===== src/rtl/shift_op_dispatch.sv =====
// Issue stage for the shift/ALU unit: queues ops, issues one at a time, waits
// (bounded) for the unit's result and returns it over a valid/ready port.
module shift_op_dispatch #(
    parameter int unsigned DEPTH   = 4,
    parameter int unsigned TIMEOUT = 15
) (
    input  logic        clk,
    input  logic        rst,
    input  logic        in_valid,
    output logic        in_ready,
    input  logic [31:0] in_a,
    input  logic [4:0]  in_b,
    input  logic [4:0]  in_ctrl,
    output logic [31:0] ex_a,
    output logic [4:0]  ex_b,
    output logic [4:0]  ex_ctrl,
    input  logic        ex_out_en,
    input  logic [31:0] ex_out,
    output logic        res_valid,
    input  logic        res_ready,
    output logic [31:0] res_data,
    output logic        res_timeout,
    output logic        busy
);

    localparam int unsigned PW = (DEPTH > 1) ? $clog2(DEPTH) : 1;
    localparam int unsigned CW = $clog2(DEPTH + 1);
    localparam int unsigned TW = (TIMEOUT > 1) ? $clog2(TIMEOUT + 1) : 1;
    localparam int unsigned EW = 42;
    localparam logic [TW-1:0] WAIT_LIMIT = TW'(TIMEOUT - 1);

    typedef enum logic [1:0] {
        S_IDLE,
        S_WAIT,
        S_RESP
    } state_t;

    state_t         state_q, state_d;
    logic [EW-1:0]  mem_q [DEPTH];
    logic [PW-1:0]  wr_ptr_q, wr_ptr_d;
    logic [PW-1:0]  rd_ptr_q, rd_ptr_d;
    logic [CW-1:0]  count_q, count_d;
    logic [TW-1:0]  cnt_q, cnt_d;
    logic [31:0]    ex_a_q, ex_a_d;
    logic [4:0]     ex_b_q, ex_b_d;
    logic [4:0]     ex_ctrl_q, ex_ctrl_d;
    logic           res_valid_q, res_valid_d;
    logic [31:0]    res_data_q, res_data_d;
    logic           res_timeout_q, res_timeout_d;
    logic           push, pop;

    assign in_ready    = (count_q != CW'(DEPTH));
    assign ex_a        = ex_a_q;
    assign ex_b        = ex_b_q;
    assign ex_ctrl     = ex_ctrl_q;
    assign res_valid   = res_valid_q;
    assign res_data    = res_data_q;
    assign res_timeout = res_timeout_q;
    assign busy        = (state_q != S_IDLE);

    always_comb begin
        state_d       = state_q;
        wr_ptr_d      = wr_ptr_q;
        rd_ptr_d      = rd_ptr_q;
        count_d       = count_q;
        cnt_d         = cnt_q;
        ex_a_d        = ex_a_q;
        ex_b_d        = ex_b_q;
        ex_ctrl_d     = ex_ctrl_q;
        res_valid_d   = res_valid_q;
        res_data_d    = res_data_q;
        res_timeout_d = res_timeout_q;
        push          = in_valid && in_ready;
        pop           = 1'b0;

        case (state_q)
            S_IDLE: begin
                if (count_q != '0) begin
                    pop = 1'b1;
                    {ex_a_d, ex_b_d, ex_ctrl_d} = mem_q[rd_ptr_q];
                    cnt_d   = '0;
                    state_d = S_WAIT;
                end
            end
            S_WAIT: begin
                // A result arriving on the limit cycle still wins over the timeout.
                if (ex_out_en) begin
                    res_data_d    = ex_out;
                    res_timeout_d = 1'b0;
                    res_valid_d   = 1'b1;
                    state_d       = S_RESP;
                end else if (cnt_q == WAIT_LIMIT) begin
                    res_data_d    = '0;
                    res_timeout_d = 1'b1;
                    res_valid_d   = 1'b1;
                    state_d       = S_RESP;
                end else begin
                    cnt_d = cnt_q + TW'(1);
                end
            end
            S_RESP: begin
                if (res_ready) begin
                    res_valid_d = 1'b0;
                    state_d     = S_IDLE;
                end
            end
            default: state_d = S_IDLE;
        endcase

        if (push) wr_ptr_d = wr_ptr_q + PW'(1);
        if (pop)  rd_ptr_d = rd_ptr_q + PW'(1);
        case ({push, pop})
            2'b10:   count_d = count_q + CW'(1);
            2'b01:   count_d = count_q - CW'(1);
            default: count_d = count_q;
        endcase
    end

    always_ff @(posedge clk) begin
        if (rst) begin
            state_q       <= S_IDLE;
            wr_ptr_q      <= '0;
            rd_ptr_q      <= '0;
            count_q       <= '0;
            cnt_q         <= '0;
            ex_a_q        <= '0;
            ex_b_q        <= '0;
            ex_ctrl_q     <= '0;
            res_valid_q   <= 1'b0;
            res_data_q    <= '0;
            res_timeout_q <= 1'b0;
        end else begin
            state_q       <= state_d;
            wr_ptr_q      <= wr_ptr_d;
            rd_ptr_q      <= rd_ptr_d;
            count_q       <= count_d;
            cnt_q         <= cnt_d;
            ex_a_q        <= ex_a_d;
            ex_b_q        <= ex_b_d;
            ex_ctrl_q     <= ex_ctrl_d;
            res_valid_q   <= res_valid_d;
            res_data_q    <= res_data_d;
            res_timeout_q <= res_timeout_d;
            if (push) mem_q[wr_ptr_q] <= {in_a, in_b, in_ctrl};
        end
    end

endmodule

===== config.mk =====
export PLATFORM = sky130hd
export DESIGN_NAME = shift_op_dispatch
export DESIGN_NICKNAME = d
export VERILOG_FILES = /design/src/rtl/shift_op_dispatch.sv
export SDC_FILE = /design/constraint.sdc
export NUM_CORES = 1
export LEC_CHECK = 0
export ABC_CLOCK_PERIOD_IN_PS = 3200
export BUFFER_PORTS_ARGS = -buffer_cell sky130_fd_sc_hd__buf_2
export CAP_MARGIN = 40
export CORE_MARGIN = 1
export CORE_UTILIZATION = 47
export DETAILED_ROUTE_END_ITERATION = 8
export PLACE_DENSITY = 0.76
export SETUP_SLACK_MARGIN = 0.3
export SLEW_MARGIN = 20
export SYNTH_ARGS = -nofsm -noshare
export SYNTH_HDL_FRONTEND = slang
export SYNTH_SLANG_ARGS = --single-unit

===== constraint.sdc =====
create_clock -name clk -period 3.2 [get_ports clk]
set_input_delay 0.32 -clock clk [delete_from_list [all_inputs] [get_ports clk]]
set_output_delay 0.32 -clock clk [all_outputs]
set_load 0.01 [all_outputs]

==> metrics.csv <==
stage;metric;value;unit
sta;fin_tns_setup;0;ps
global_routing;grt_use_total;17.2;%
sta;slew_viol_final;0;
flow_run;max_cap_viol_count;0;
worst_setup_path;path_class;reg2reg;
place;port_buffers;156;
cts;clock_sinks;257;
floorplan;num_io_pins;157;
sta;worst_pin_slew;584;ps
sta;finClkSkew;12.7;ps
worst_setup_path;cp_slowest_cell;nor3_2;
sta;slew_headroom;61.0;%
cts;cts_hold_buffers;4;
power;p_leak;4.17;nW
yosys;synthCells;482;
final_layout;fin_util;57.5;%
floorplan;coreArea;19400;um2
floorplan;die_w;143;um
sta;period_needed;2190;ps
cts;worstSkewPairLatency;510;ps
cts;cts.clk_slew.worst_paths;60;ps
final_layout;fill_cells;1501;
worst_setup_path;cp-end-kind;flop;
worst_setup_path;cp.arrival;2630;ps
yosys;avgSynthCellArea;19.3;um2
cts;cts_resized;0;
yosys;ys_ff_latch;257;
floorplan;floorplan.initialDensity;47.9;%
yosys;synth_ff_type;edfxtp_1;
final_layout;drive_above_1_share;45.4;%
final_layout;syn2layout_area_growth;20.2;%
sta;fmaxAchievable;0.456;GHz
floorplan;dieArea;20300;um2
power;p_total;0.00897;W
routing;wl;17200;um
sta;setup_slack;1010;ps
place;dp_hpwl;11300;um
cts;cts_buffer_depth;3;
sta;rsz0062_at_grt;false;
worst_setup_path;cp.required;3640;ps
cts;cts_tree;yes;
yosys;syn_nets;569;
yosys;seq_area_frac_synth;73.5;%
floorplan;die_y;143;um
place;place_congestion;0.769;
yosys;synth_edf_count;168;
routing;vias_per_cell;5.31;
worst_setup_path;reg2reg_slack;1010;ps
cts;post_cts_buffers;0;
final_layout;final_common_cell;edfxtp_1;
worst_setup_path;critPathLaunchType;flop;
power;irDropWorstVdd;0.385;mV
worst_setup_path;slowest_delay;400;ps
global_routing;antenna_found_initial;2;
routing;drc_errors;0;
floorplan;num_rows;51;
final_layout;nets;744;
cts;numCtsBuffers;25;
global_routing;grt_max_degree;43;
routing;drt-initial-drc-count;306;
routing;ant_nets;0;
routing;drtPass1Iterations;5;
global_routing;gr-total-overflow;0;
yosys;async_reset_ff_share;0;%
routing;vias;4998;
sta;hold_viol;0;
yosys;synthesis.area;9290;um2
yosys;synth_cell_types;46;
status;status;completed;
place;dp_slack;963;ps
worst_setup_path;crit_path_max_fanout;6;
final_layout;final_cell_mix;edfxtp_1 (168), buf_2 (156), dfxtp_1 (87);
cts;clockRootBuffer;clkbuf_16;
routing;wl_per_cell;18.3;um
worst_setup_path;path_cells;nor3_2 -> nor2_1 -> ha_1 -> fa_1 -> xnor2_1 -> or3_1 -> a21oi_1;
sta;period_share;68.5;%
yosys;yosysWarningCount;0;
global_routing;grt_pass1_wl;26900;um
min_path;hp-class;in2reg;
global_routing;grt_pass1_vias;5151;
sta;setup_viol;0;
power;pwr_density_cell;804;nW/um2
cts;cts_max_level;1;
worst max-delay path, delay by kind of cell (launching register included):
kind                     cells  cell delay [ps]
adder cells (fa/ha/maj)      2              630
AO/OA/AOI/OAI                1              140
XOR/XNOR                     1              150
AND/OR/NAND/NOR              3              820
flip-flops                   1              380
Yosys cell counts (all sizes together), types with 2 or more instances:
cell,count,area (um2)
nand2b,2,12.5
or3,6,42.5
a311oi,2,17.5
edfxtp,168,5040
o21ai,7,35.0
and2,4,25.0
dfxtp,89,1780
a31oi,2,12.5
a31o,2,17.5
nor2,5,26.3
nand2,3,11.3
buf,21,176
a211oi,2,15.0
clkbuf,5,48.8
ha,7,87.6
nand3,5,25.0
nor3,4,41.3
a22o,74,698
inv,10,37.5
a21oi,8,55.1
mux4,42,950
nor2b,2,12.5
final timing paths:
path / start / to / cells after the start
worst max-delay path: count_q[0]$_SDFFE_PP0P_ / count_q[2]$_SDFFE_PP0P_ / 7
worst min-delay path: ex_out[16] / res_data[16]$_SDFFE_PP0P_ / 2
worst min register to register: ex_a[17]$_SDFFE_PP0P_ / ex_a[17]$_SDFFE_PP0P_ / 1
worst max register to register: count_q[0]$_SDFFE_PP0P_ / count_q[2]$_SDFFE_PP0P_ / 7
per-stage QoR:
stage	cells	hold WS, ps	cell area, um2
6_report	942	13.4	11200
5_1_grt	941	6.98	11200
4_1_cts	941	0.233	11200
3_5_place_dp	891	461	10300
3_3_place_gp	887	457	10300
2_1_floorplan	482	419	9290
routing by layer:
layer	GRT usage [%]	up-vias	wire length (um)
li1	-	2303	-
met2	30.1	199	8520
met5	0	-	8
met3	3.97	25	1320
met4	4.13	2	276
met1	21.6	2469	7070
power by group:
part | total, W | internal [W] | switching, W
Combinational | 0.00196 | 0.000966 | 0.000995
Clock | 0.00274 | 0.00157 | 0.00116
Sequential | 0.00428 | 0.00400 | 0.000271
Total | 0.00897 | 0.00654 | 0.00243
sequential cells by signal, indices dropped and copies added (netlist names):
name         flops
cnt_q            4
count_q          3
ex_a            32
ex_b             5
ex_ctrl          5
mem_q          168
rd_ptr_q         2
res_data        32
res_timeout      1
res_valid        1
state_q          2
wr_ptr_q         2
area by class of cell:
class                           count  area, um2  area share [%]
Antenna cell                        1       2.50          0.0224
Clock buffer                       34        679            6.09
Clock inverter                     12       96.3           0.863
Inverter                           10       37.5           0.336
Multi-Input combinational cell    188       2200            19.7
Sequential cell                   257       6830            61.2
Tap cell                          265        332            2.97
Timing Repair Buffer              175        986            8.83
cell families after synthesis:
kind of cell               count (synthesis)  share of synthesized area (%)
muxes                                     43                           10.3
adders and majority gates                  8                           1.16
DFF                                      257                           73.5
buffers and inverters                     37                           2.96
AOI/OAI and AO/OA                        101                           9.50
and+or+nand+nor                           34                           2.34
xor gates and xnor gates                   2                          0.189
Power figures use the tool's default switching activity.
